===== src/rtl/ysyx_22041412_pkg.sv =====
// Shared constants and types for the NPC register-file write scheduler.
//   REG_W    : register index width
//   NREG     : number of architectural integer registers
//   XLEN     : default data width
//   wb_src_e : which writeback source owns the register-file write port
package ysyx_22041412_pkg;

    localparam int unsigned REG_W = 5;
    localparam int unsigned NREG  = 32;
    localparam int unsigned XLEN  = 64;

    typedef enum logic [1:0] {
        WB_NONE = 2'd0,
        WB_S    = 2'd1,
        WB_L    = 2'd2
    } wb_src_e;

endpackage


===== src/rtl/ysyx_22041412_scoreboard.sv =====
// Pending-write scoreboard: one busy bit per register, x0 never busy.
// Ports:
//   clk, rst                  clock, async active-high reset
//   i_set_en / i_set_rd       mark a destination pending (accepted issue)
//   i_clr_en / i_clr_rd       retire a destination (register-file write)
//   i_rs1*, i_rs2*, i_rd*     operands of the instruction presented at issue
//   o_busy                    registered busy vector
//   o_hazard                  RAW/WAW hazard against the registered busy vector
//   o_clr_was_busy            busy state of the register being retired
module ysyx_22041412_scoreboard
    import ysyx_22041412_pkg::*;
(
    input  logic             clk,
    input  logic             rst,
    input  logic             i_set_en,
    input  logic [REG_W-1:0] i_set_rd,
    input  logic             i_clr_en,
    input  logic [REG_W-1:0] i_clr_rd,
    input  logic [REG_W-1:0] i_rs1,
    input  logic             i_rs1_en,
    input  logic [REG_W-1:0] i_rs2,
    input  logic             i_rs2_en,
    input  logic [REG_W-1:0] i_rd,
    input  logic             i_rd_en,
    output logic [NREG-1:0]  o_busy,
    output logic             o_hazard,
    output logic             o_clr_was_busy
);

    logic [NREG-1:0] r_busy;
    logic [NREG-1:0] w_set_mask;
    logic [NREG-1:0] w_clr_mask;
    logic [NREG-1:0] w_busy_nxt;

    // Set and clear never target the same register (issue stalls while busy).
    always_comb begin
        w_set_mask = '0;
        w_clr_mask = '0;
        if (i_set_en) w_set_mask[i_set_rd] = 1'b1;
        if (i_clr_en) w_clr_mask[i_clr_rd] = 1'b1;
        w_busy_nxt    = (r_busy & ~w_clr_mask) | w_set_mask;
        w_busy_nxt[0] = 1'b0;
    end

    always_ff @(posedge clk or posedge rst) begin
        if (rst) r_busy <= '0;
        else     r_busy <= w_busy_nxt;
    end

    // Hazard looks only at registered state; no same-cycle clear forwarding.
    assign o_hazard       = (i_rs1_en & r_busy[i_rs1])
                          | (i_rs2_en & r_busy[i_rs2])
                          | (i_rd_en  & r_busy[i_rd]);
    assign o_clr_was_busy = r_busy[i_clr_rd];
    assign o_busy         = r_busy;

endmodule


===== src/rtl/ysyx_22041412_rf_sched.sv =====
// Register-file write scheduler: issue hazard gating, long-op accounting,
// S/L write-port arbitration (S wins), L starvation throttle, sticky error.
// Ports:
//   clk, rst                     clock, async active-high reset
//   iss_*                        issue-stage instruction and handshake
//   s_valid/s_rd/s_data          fixed-latency writeback (never stalled)
//   l_valid/l_ready/l_rd/l_data  variable-latency writeback handshake
//   rf_wen/rf_rw/rf_busw         register-file write port (combinational)
//   sb_busy                      scoreboard debug view
//   sb_err                       sticky protocol error
module ysyx_22041412_rf_sched
    import ysyx_22041412_pkg::*;
#(
    parameter int unsigned XLEN       = 64,
    parameter int unsigned LONG_MAX   = 4,
    parameter int unsigned STARVE_LIM = 8
) (
    input  logic             clk,
    input  logic             rst,
    input  logic             iss_valid,
    output logic             iss_ready,
    input  logic [REG_W-1:0] iss_rs1,
    input  logic [REG_W-1:0] iss_rs2,
    input  logic             iss_rs1_en,
    input  logic             iss_rs2_en,
    input  logic [REG_W-1:0] iss_rd,
    input  logic             iss_rd_en,
    input  logic             iss_long,
    input  logic             s_valid,
    input  logic [REG_W-1:0] s_rd,
    input  logic [XLEN-1:0]  s_data,
    input  logic             l_valid,
    output logic             l_ready,
    input  logic [REG_W-1:0] l_rd,
    input  logic [XLEN-1:0]  l_data,
    output logic             rf_wen,
    output logic [REG_W-1:0] rf_rw,
    output logic [XLEN-1:0]  rf_busw,
    output logic [NREG-1:0]  sb_busy,
    output logic             sb_err
);

    localparam int unsigned CNT_W    = $clog2(LONG_MAX + 1);
    localparam int unsigned STARVE_W = 8;

    logic [CNT_W-1:0]    r_long_cnt;
    logic [STARVE_W-1:0] r_starve_cnt;
    logic                r_err;

    wb_src_e             w_src;
    logic [REG_W-1:0]    w_sel_rd;
    logic [XLEN-1:0]     w_sel_data;
    logic                w_hazard;
    logic                w_clr_was_busy;
    logic                w_long_full;
    logic                w_throttle;
    logic                w_iss_fire;
    logic                w_l_fire;
    logic                w_cnt_inc;
    logic                w_cnt_dec;
    logic                w_err_set;

    assign w_long_full = (r_long_cnt == CNT_W'(LONG_MAX));
    assign w_throttle  = (r_starve_cnt == STARVE_W'(STARVE_LIM));

    // Combinational handshakes, forced low while reset is held.
    assign iss_ready  = !rst & !w_hazard & !(iss_long & w_long_full) & !(w_throttle & !iss_long);
    assign l_ready    = !rst & !s_valid;
    assign w_iss_fire = iss_valid & iss_ready;
    assign w_l_fire   = l_valid & l_ready;

    // Write-port source select: S has absolute priority over L.
    always_comb begin
        w_src      = WB_NONE;
        w_sel_rd   = '0;
        w_sel_data = '0;
        if (s_valid) begin
            w_src      = WB_S;
            w_sel_rd   = s_rd;
            w_sel_data = s_data;
        end else if (l_valid) begin
            w_src      = WB_L;
            w_sel_rd   = l_rd;
            w_sel_data = l_data;
        end
    end

    assign rf_wen  = !rst & (w_src != WB_NONE) & (w_sel_rd != '0);
    assign rf_rw   = w_sel_rd;
    assign rf_busw = w_sel_data;

    ysyx_22041412_scoreboard u_sb (
        .clk            (clk),
        .rst            (rst),
        .i_set_en       (w_iss_fire & iss_rd_en & (iss_rd != '0)),
        .i_set_rd       (iss_rd),
        .i_clr_en       (rf_wen),
        .i_clr_rd       (w_sel_rd),
        .i_rs1          (iss_rs1),
        .i_rs1_en       (iss_rs1_en),
        .i_rs2          (iss_rs2),
        .i_rs2_en       (iss_rs2_en),
        .i_rd           (iss_rd),
        .i_rd_en        (iss_rd_en),
        .o_busy         (sb_busy),
        .o_hazard       (w_hazard),
        .o_clr_was_busy (w_clr_was_busy)
    );

    // An L handshake with nothing outstanding is an error and does not underflow.
    assign w_cnt_inc = w_iss_fire & iss_long;
    assign w_cnt_dec = w_l_fire & (r_long_cnt != '0);
    assign w_err_set = (rf_wen & !w_clr_was_busy) | (w_l_fire & (r_long_cnt == '0));

    always_ff @(posedge clk or posedge rst) begin
        if (rst) begin
            r_long_cnt <= '0;
        end else if (w_cnt_inc & !w_cnt_dec) begin
            r_long_cnt <= r_long_cnt + CNT_W'(1);
        end else if (w_cnt_dec & !w_cnt_inc) begin
            r_long_cnt <= r_long_cnt - CNT_W'(1);
        end
    end

    // Counts cycles L waits behind S; saturates at the throttle point.
    always_ff @(posedge clk or posedge rst) begin
        if (rst) begin
            r_starve_cnt <= '0;
        end else if (!l_valid | w_l_fire) begin
            r_starve_cnt <= '0;
        end else if (!w_throttle) begin
            r_starve_cnt <= r_starve_cnt + STARVE_W'(1);
        end
    end

    always_ff @(posedge clk or posedge rst) begin
        if (rst)            r_err <= 1'b0;
        else if (w_err_set) r_err <= 1'b1;
    end

    assign sb_err = r_err;

endmodule

===== config.mk =====
export PLATFORM = sky130hd
export DESIGN_NAME = ysyx_22041412_rf_sched
export DESIGN_NICKNAME = d
export VERILOG_FILES = /design/src/rtl/ysyx_22041412_pkg.sv /design/src/rtl/ysyx_22041412_scoreboard.sv /design/src/rtl/ysyx_22041412_rf_sched.sv
export SDC_FILE = /design/constraint.sdc
export NUM_CORES = 1
export LEC_CHECK = 0
export CAP_MARGIN = 20
export CORE_ASPECT_RATIO = 0.75
export CORE_MARGIN = 8
export CORE_UTILIZATION = 33
export CTS_CLUSTER_SIZE = 28
export DETAILED_ROUTE_END_ITERATION = 8
export PLACE_DENSITY = 0.78
export SETUP_SLACK_MARGIN = 0.05
export SLEW_MARGIN = 30
export SYNTH_ARGS = -nofsm -noshare
export SYNTH_HDL_FRONTEND = slang
export SYNTH_SLANG_ARGS = --single-unit

===== constraint.sdc =====
create_clock -name clk -period 3 [get_ports clk]
set_input_delay 0.6 -clock clk [delete_from_list [all_inputs] [get_ports clk]]
set_output_delay 0.6 -clock clk [all_outputs]
set_load 0.1 [all_outputs]

# --- Word level (Yosys, flattened, before mapping) ---
# Cells that the tools add are included.
classes:
  n_addsub: 3
  order_cmp: 6
  n_eq_ne: 3
  n_mux: 24
  bitwise_logic: 28
  n_reduce_logical: 18
op_table:
  columns: ["cell", "count"]
  rows:
  - ["64-bit 2-to-1 mux", 2]
  - ["32-bit 2-to-1 mux", 2]
  - ["32-bit AND", 1]
  - ["32-bit inverter", 1]
  - ["32-bit bitwise OR", 1]
  - ["5-bit by 6-bit < comparator with 1-bit output, second input constant", 4]
  - ["1-bit AND", 21]
  - ["1-bit binary-select mux with 5-bit select", 4]
  - ["8-bit 2-to-1 mux", 2]
  - ["1-bit demux with 5-bit select", 2]
  - ["5-bit by 1-bit greater-or-equal comparator with 1-bit output, second input constant", 2]
  - ["1-bit zero test", 10]
  - ["5-bit 2-to-1 mux", 2]
  - ["5-bit nonzero test", 2]
  - ["8-bit by 1-bit adder with 8-bit output, second input constant", 1]
  - ["8-bit by 4-bit equality test with 1-bit output, second input constant", 1]
  - ["1-bit 2-to-1 mux", 6]
  - ["3-bit 2-to-1 mux", 2]
  - ["2-bit 2-to-1 mux", 2]
  - ["1-bit bitwise OR", 4]
  - ["2-bit nonzero test", 2]
  - ["3-bit by 1-bit adder with 3-bit output, second input constant", 1]
  - ["3-bit equality test, second input constant", 1]
  - ["3-bit zero test", 1]
  - ["other kinds (4)", 5]
totals:
  register_bits: 43
  in_bits: 162
  out_inout_bits: 105
  word_cells: 86

# --- Depth between registers and ports, before layout ---
# Gate-level depths: netlist of the first run.
logic_depth:
  ltp_word: 15
  mapped_depth: 16
  depth_no_buf: 12

# --- By module ---
# Synthesis of the first run repeated with hierarchy kept, for this count alone.
hier_totals:
  cells_unflattened: 407
  area_unflattened_um2: 3862.5
by_module_without_submodules:
  columns: ["mod", "n_inst", "cells_per_inst", "area_each_um2", "seq_area_each_um2"]
  rows:
  - ["ysyx_22041412_scoreboard", 1, 248, 2462.4, 775.7]
  - ["ysyx_22041412_rf_sched", 1, 159, 1400.1, 300.3]

# --- Worst setup path after synthesis of the first run ---
# Ideal clock, no wire load.
synth_timing:
  kind: "input-to-output"
  startpoint: "in s_valid"
  endpoint: "out rf_wen"
  t_arrival_ns: 4.675
  t_required_ns: 2.400
  path_slack_ns: -2.275
  path_stages: 6
  n_path_buf: 2
  cell_sequence: "clkbuf_1 > a22oi_1 > inv_2 > buf_1 > nor2_1 > a21boi_0"
synth_via:
  word_cells_on_any_way: 6
  classes_between: "2 x mux; 2 x bitwise; 2 x reduce/logical"
synth_rtl:
  columns: ["element", "line", "text"]
  rows:
  - ["from (decl)", "ysyx_22041412_rf_sched.sv:29", "input logic s_valid,"]
  - ["5-bit 2-to-1 mux", "ysyx_22041412_rf_sched.sv:77", "if (s_valid) begin"]
  - ["via rf_rw[1]", "ysyx_22041412_rf_sched.sv:37", "output logic [REG_W-1:0] rf_rw,"]
  - ["5-bit nonzero test", "ysyx_22041412_rf_sched.sv:88", "assign rf_wen = !rst & (w_src != WB_NONE) & (w_sel_rd != '0);"]
  - ["1-bit AND", "ysyx_22041412_rf_sched.sv:88", null]
  - ["to (decl)", "ysyx_22041412_rf_sched.sv:36", "output logic rf_wen,"]
# The timed path passes the listed nets, and every way through them passes these cells.

# --- Final worst setup path of the first run ---
layout_timing:
  startpoint: "reg u_sb.r_busy[31], in the netlist u_sb.o_busy[31]"
  endpoint: "reg r_long_cnt[2]"
layout_via:
  elab_chain_len: 14
  word_cells_on_any_way: 22
  classes_between: "7 x mux; 12 x bitwise; 3 x reduce/logical"
layout_lines:
  columns: ["element", "line", "text"]
  rows:
  - ["from (decl)", "ysyx_22041412_scoreboard.sv:30", "logic [NREG-1:0] r_busy;"]
  - ["from (signal assigned)", "ysyx_22041412_scoreboard.sv:47", "else r_busy <= w_busy_nxt;"]
  - ["1-bit binary-select mux with 5-bit select, on equally long branches", "ysyx_22041412_scoreboard.sv:51, ysyx_22041412_scoreboard.sv:52", null]
  - ["1-bit 2-to-1 mux, on equally long branches", "ysyx_22041412_scoreboard.sv:51, ysyx_22041412_scoreboard.sv:52", null]
  - ["1-bit AND, on equally long branches", "ysyx_22041412_scoreboard.sv:51, ysyx_22041412_scoreboard.sv:52", null]
  - ["1-bit bitwise OR", "ysyx_22041412_scoreboard.sv:52", "| (i_rs2_en & r_busy[i_rs2])"]
  - ["1-bit bitwise OR *", "ysyx_22041412_scoreboard.sv:53", "| (i_rd_en & r_busy[i_rd]);"]
  - ["1-bit zero test *", "ysyx_22041412_rf_sched.sv:67", "assign iss_ready = !rst & !w_hazard & !(iss_long & w_long_full) & !(w_throttle & !iss_long);"]
  - ["1-bit AND * (3 in a row)", "ysyx_22041412_rf_sched.sv:67", null]
  - ["1-bit AND *", "ysyx_22041412_rf_sched.sv:69", "assign w_iss_fire = iss_valid & iss_ready;"]
  - ["1-bit AND *", "ysyx_22041412_rf_sched.sv:111", "assign w_cnt_inc = w_iss_fire & iss_long;"]
  - ["1-bit zero test", "ysyx_22041412_rf_sched.sv:120", "end else if (w_cnt_dec & !w_cnt_inc) begin"]
  - ["1-bit AND", "ysyx_22041412_rf_sched.sv:120", null]
  - ["2-bit nonzero test (no source line)", null, null]
  - ["to (signal assigned)", "ysyx_22041412_rf_sched.sv:119", "r_long_cnt <= r_long_cnt + CNT_W'(1);"]
  - ["to (signal assigned)", "ysyx_22041412_rf_sched.sv:121", "r_long_cnt <= r_long_cnt - CNT_W'(1);"]
  - ["to (decl)", "ysyx_22041412_rf_sched.sv:46", "logic [CNT_W-1:0] r_long_cnt;"]
# Mark *: on every way between the ends. The rest lies on a longest branch, timed or not. The select of a mux whose other input is x is not followed.
# A chain may end at the register's enable or synchronous reset.

==> results of run 1 <==
[kinds of logic after synthesis]
| logic type | after synthesis | share of synthesized area (%) |
|---|---|---|
| compound gates | 175 | 35.2 |
| simple gates | 99 | 13.0 |
| buf+inv | 50 | 5.73 |
| mux | 45 | 15.9 |
| flops | 43 | 26.6 |
| xor+xnor | 9 | 1.95 |
| fa+ha+maj | 4 | 1.43 |
| other cells | 1 | 0.0928 |
[final cells by class]
| type | count | area share [%] |
|---|---|---|
| repair buffers | 365 | 49.2 |
| multi-input cells | 333 | 32.8 |
| flip-flops and latches | 43 | 13.0 |
| well taps | 166 | 2.43 |
| clock buffers | 5 | 1.46 |
| clock inverters | 3 | 0.555 |
| inverters | 9 | 0.395 |
| diodes | 4 | 0.117 |
[repair_timing]
action,in CTS,in global routing
cloned,3,0
endpoints found under the setup margin,37,20
pin swaps,7,6
endpoints found under the hold margin,0,0
gates resized for setup,31,16
setup buffers,8,2
[worst max-delay path: stages, from the launching register on]
cell,delay [ns]
dfrtp_2,0.43
mux4_2,0.46
mux4_2,0.51
mux2i_4,0.17
o22ai_4,0.12
buf_12,0.14
a211oi_2,0.15
ha_2,0.22
inv_2,0.04
fa_2,0.33
xor2_1,0.15
nor2_1,0.13
xor2_1,0.15
[state kept, by name, indices dropped and copies added, names as in the netlist]
name	count
r_long_cnt	3
u_sb.o_busy	31
sb_err	1
r_starve_cnt	8
[worst max path at each step]
stage	endpoint	slack [ns]	cells after the start
after floorplan	rf_wen	-0.33	6
after global placement	r_long_cnt[2]	-0.78	13
after detailed placement	r_long_cnt[2]	-0.85	12
after CTS	r_long_cnt[2]	-0.27	14
after global routing	r_long_cnt[2]	-0.21	12
final	r_long_cnt[2]	-0.09	12
[Yosys cell counts (3+ instances only)]
master,number
ha_1,3
inv_1,6
buf_2,8
xnor2_1,3
nand3b_1,7
o41ai_2,11
a2111oi_0,3
o41ai_1,22
buf_1,4
buf_6,4
a21oi_1,6
nand4_1,4
and3_1,7
nor2b_1,4
nand3_1,18
a22o_1,67
a211oi_1,4
mux2_1,3
nand2_1,20
mux4_2,11
mux4_1,3
o22ai_1,5
nor3_1,4
mux2i_1,26
inv_2,3
clkbuf_1,24
dfrtp_1,43
xor2_1,6
o21ai_0,38
nor2_1,20
[power groups by stage]
stage,Sequential (mW),Combinational (mW),Clock (mW)
floorplan,0.979,0.986,0
global placement,0.712,2.16,0
detailed placement,0.716,2.18,0
CTS,0.704,2.26,0.665
global route,0.716,2.34,0.685
finish,0.711,2.28,0.666
[per-layer routing]
layer / vias to the layer above / GRT usage (%)
met1: 2718 / 40.6
met5: - / 0
li1: 2388 / -
met3: 101 / 11.4
met2: 467 / 53.3
met4: 2 / 13.5
[layout by cell type (no fill, tap or decap), types with 18 or more instances in the layout]
cell type / count
clkdlybuf4s50_1: 149
buf_12: 80
dfrtp_2: 30
o41ai_1: 22
nand2_1: 20
a22o_1: 66
o21ai_0: 36
buf_4: 120
mux2i_1: 23
nand3_1: 18
nor2_1: 19
==> impl_metrics.tcl, run 1 <==
set metrics [dict create \
    status "complete, but fails checks" \
    violations "negative setup slack" \
    synth_top_area_share_pct 26.6 \
    postRouteWirelength_mm 27.1 \
    critPathKind "reg2reg" \
    hold_end "sb_err" \
    timing.hold.ws_ns 0.489 \
    drive_above_1_share_pct 39.1 \
    cts_buffers 5 \
    vdd_ir_drop_max_uv 260 \
    async_flop_share_pct 100 \
    fin_setup_tns_ns -0.184 \
    p_clk_share_pct 18.2 \
    p_per_area_nw_per_um2 427 \
    cp-start-kind "register" \
    power_switching_mw 1.73 \
    cts_tree "yes" \
    reg2reg_depth 12 \
    min_path_cells 1 \
    pre_cts_ws_ns -0.846 \
    start_util_pct 33.3 \
    power_mw 3.66 \
    top_layer "met5" \
    finalCriticalPeriod_ns 3.09 \
    reg2reg_setup_slack_ns -0.09 \
    setup_viol 3 \
    finalClockSkew_ns 0.0108 \
    die_h_um 112 \
    port_buffers 265 \
    syn_avg_cell_area_um2 9.48 \
    slew_violations 0 \
    insertion_delay_ns 0.30 \
    dp_hpwl_mm 22.1 \
    relSlewSlack_pct 58.4 \
    cts_max_level 2 \
    regArea_um2 1110 \
    wl_met3_mm 3.31 \
    drtIter0Drc 887 \
    post_drt_wl_per_cell_um 29.2 \
    worstHoldPathType "reg2reg" \
    crit_path_end_kind "register" \
    multi_input_area_um2 2810 \
    finalNonFillerCells 928 \
    rr_startpoint "u_sb.o_busy[31]" \
    cap_violations 0 \
    yosysTopAreaCell "dfrtp_1" \
    clock-sinks 43 \
    syn-cell-area_um2 4040 \
    final_cell_area_um2 8560 \
    ios 267 \
    die-area_um2 16100 \
    hp-start "sb_err" \
    p_sw_share_pct 47.4 \
    share_comb_of_total_power_pct 62.3 \
    placed_cell_area_um2 8140 \
    num_rows 35 \
    ant_nets 0 \
    synthTopCellsByArea "dfrtp_1 (27%), a22o_1 (15%), mux2i_1 (6.4%), mux4_2 (6.1%), o41ai_1 (4.8%)" \
    core-area_um2 12100 \
    vias 5676 \
    grt_max_degree 67 \
    grt_pass1_wl_mm 39.7 \
    clockBufferDepth 2 \
    ys_warn_count 0 \
    die_w_um 144 \
    crit_arrival_ns 3.32 \
    synth-seq-area-share_pct 26.6 \
    cts_root_buf "clkbuf_16" \
    grt_overflow 0 \
    nFillCells 880 \
    tightest_slew_ns 0.622 \
    fmax_mhz 324 \
    setup.worst_path.start "u_sb.o_busy[31]" \
    setup_slack_ns -0.0905 \
    nets 923 \
    wl_met2_mm 12.6 \
    ys_ff_latch 43 \
    place_congestion 1.13 \
    final_core_util_pct 70.6 \
    finalCritPeriodShare_pct 103 \
    netlist_instances 426 \
    critPathRequiredTime_ns 3.23 \
    ys.flop_type "dfrtp_1" \
    wl_met1_mm 10.0 \
    dpl.cell_count 905 \
    drc 0 \
    r2r-end "r_long_cnt[2]" \
    grt_pass1_vias 5905 \
    area_growth_syn_to_layout_pct 112 \
    viasPerCell 6.12 \
    pwr-share-seq_pct 19.4 \
    synth_edf_count 0 \
    antenna_found_initial 5 \
    cts.reportedPaths.clkPinSlew_ns 0.08 \
    hold_buffers 0 \
    leakagePower_nw 3.66 \
    synth_nets 592 \
    rsz0062_at_grt "true" \
    cp_max_fo 2 \
    ys_types 59 \
    hold_viol 0 \
    firstDrtPassIters 6 \
    p_int_mw 1.92 \
    grt_use_total_pct 33.5 \
]
(Power assumes the default switching activity.)
==> inputs of run 2 (changes only) <==
--- a/config.mk
+++ b/config.mk
@@ -11,7 +11,7 @@
 export CORE_UTILIZATION = 33
 export CTS_CLUSTER_SIZE = 28
 export DETAILED_ROUTE_END_ITERATION = 8
-export PLACE_DENSITY = 0.78
+export PLACE_DENSITY = 0.75
 export SETUP_SLACK_MARGIN = 0.05
 export SLEW_MARGIN = 30
 export SYNTH_ARGS = -nofsm -noshare
==> impl_metrics.tcl, run 2 (same netlist as run 1, synthesis figures left out) <==
set metrics [dict create \
    post_drt_wl_per_cell_um 28.7 \
    cts.reportedPaths.clkPinSlew_ns 0.07 \
    tightest_slew_ns 0.624 \
    grt_max_degree 35 \
    grt_use_total_pct 32.3 \
    fin_setup_tns_ns -0.119 \
    finalCriticalPeriod_ns 3.11 \
    grt_pass1_wl_mm 38.4 \
    port_buffers 265 \
    cts_tree "yes" \
    r2r-end "r_long_cnt[2]" \
    critPathRequiredTime_ns 2.40 \
    status "complete, but fails checks" \
    grt_overflow 0 \
    cts_buffers 5 \
    relSlewSlack_pct 58.3 \
    vias 5811 \
    critPathKind "reg2out" \
    cts_root_buf "clkbuf_16" \
    finalClockSkew_ns 0.0135 \
    hold_viol 0 \
    die_w_um 144 \
    crit_arrival_ns 2.51 \
    setup_viol 2 \
    violations "negative setup slack" \
    core-area_um2 12100 \
    drive_above_1_share_pct 40.4 \
    cp_max_fo 3 \
    insertion_delay_ns 0.30 \
    grt_pass1_vias 5772 \
    drc 0 \
    slowest_delay_ns 0.53 \
    rr_startpoint "u_sb.o_busy[23]" \
    cp-start-kind "register" \
    cp_cell_sequence "mux4_2, mux4_2, o21ai_4, o22ai_4, buf_12, a21oi_4, buf_12" \
    hold_buffers 0 \
    place_congestion 1.01 \
    die-area_um2 16100 \
    pre_cts_ws_ns -0.851 \
    viasPerCell 6.26 \
    worstHoldPathType "reg2reg" \
    largest_reg_flops 31 \
    crit_path_end_kind "output pin" \
    nets 925 \
    die_h_um 112 \
    fmax_mhz 322 \
    drtIter0Drc 645 \
    slew_violations 0 \
    setup.worst_path.start "u_sb.o_busy[23]" \
    cap_violations 0 \
    clockBufferDepth 2 \
    p_per_area_nw_per_um2 427 \
    ios 267 \
    dp_hpwl_mm 21.5 \
    firstDrtPassIters 7 \
    rsz0062_at_grt "true" \
    vdd_ir_drop_max_uv 235 \
    cts_max_level 2 \
    postRouteWirelength_mm 26.7 \
    clock-sinks 43 \
    area_growth_syn_to_layout_pct 112 \
    leakagePower_nw 3.63 \
    crit_path_top_delay_cell "mux4_2" \
    antenna_found_initial 5 \
    num_rows 35 \
    setup_slack_ns -0.106 \
    start_util_pct 33.3 \
    power_mw 3.65 \
    finalCritPeriodShare_pct 104 \
    reg2reg_depth 11 \
    mostFrequentLayoutCells "clkdlybuf4s50_1 (150), buf_4 (124), buf_12 (80), a22o_1 (67), o21ai_0 (35)" \
    reg2reg_setup_slack_ns -0.01 \
    cp-endpoint "iss_ready" \
    ant_nets 0 \
    final_common_cell "clkdlybuf4s50_1" \
]
## run 2: changes by cell type in the layout (fill, tap and decap cells not counted), sizes merged
cell / change
bufbuf: -1
dlymetal6s2s: -3
diode: -2
clkdlybuf4s50: +1
clkdlybuf4s15: -1
clkbuf: +3
buf: +4
clkinv: -1
## run 2: worst min-delay path by stage
stage / startpoint / endpoint / slack [ns] / cells after the start
final: sb_err / sb_err / 0.49 / 1
after global routing: sb_err / sb_err / 0.49 / 1
after global placement: sb_err / sb_err / 0.47 / 1
after detailed placement: sb_err / sb_err / 0.48 / 1
after CTS: sb_err / sb_err / 0.49 / 1
after floorplan: r_long_cnt[2] / r_long_cnt[2] / 0.47 / 1
## run 2: critical path, delay by kind of cell, from the launching register on
kind | cells | cell delay (ns)
DFF | 1 | 0.42
buffers and inverters | 2 | 0.34
AOI/OAI and AO/OA | 3 | 0.41
muxes | 2 | 1.03
## run 2: final cells by class
type	instances	area [µm²]
antenna	2	5.00
tap	166	208
fill	884	3570
multi-input combinational	333	2850
timing repair buffer	367	4170
clock buffer	6	139
inverter	9	33.8
clock inverter	2	38.8
sequential	43	1110
## run 2: repair_timing
item | 4_1_cts | 5_1_grt
buffers inserted | 12 | 2
hold endpoints to repair | 0 | 0
pin swaps | 7 | 9
cloned | 3 | 0
endpoints found under the setup margin | 35 | 3
gates resized for setup | 41 | 26
## run 2: power by group
group | switching (mW) | internal, mW | leakage, nW | total (mW)
logic | 1.40 | 0.875 | 3.01 | 2.28
clock network | 0.248 | 0.419 | 0.0875 | 0.667
registers | 0.0641 | 0.645 | 0.532 | 0.709
## run 2: routing by layer
| layer | vias to the layer above | routed length (µm) | track usage, % |
|---|---|---|---|
| met3 | 100 | 3360 | 11.4 |
| met2 | 513 | 12600 | 52.6 |
| met5 | - | 94 | 0 |
| li1 | 2398 | - | - |
| met4 | 11 | 818 | 8.87 |
| met1 | 2789 | 9750 | 39.3 |
## run 2: through the flow
step | instances | util (%) | hold slack [ns] | cell area, µm²
floorplan | 426 | - | 0.469 | 4150
global placement | 902 | 67.0 | 0.465 | 8130
detailed placement | 902 | 67.0 | 0.475 | 8130
CTS | 925 | 70.4 | 0.489 | 8540
global route | 927 | 70.5 | 0.493 | 8560
finish | 928 | 70.6 | 0.487 | 8560
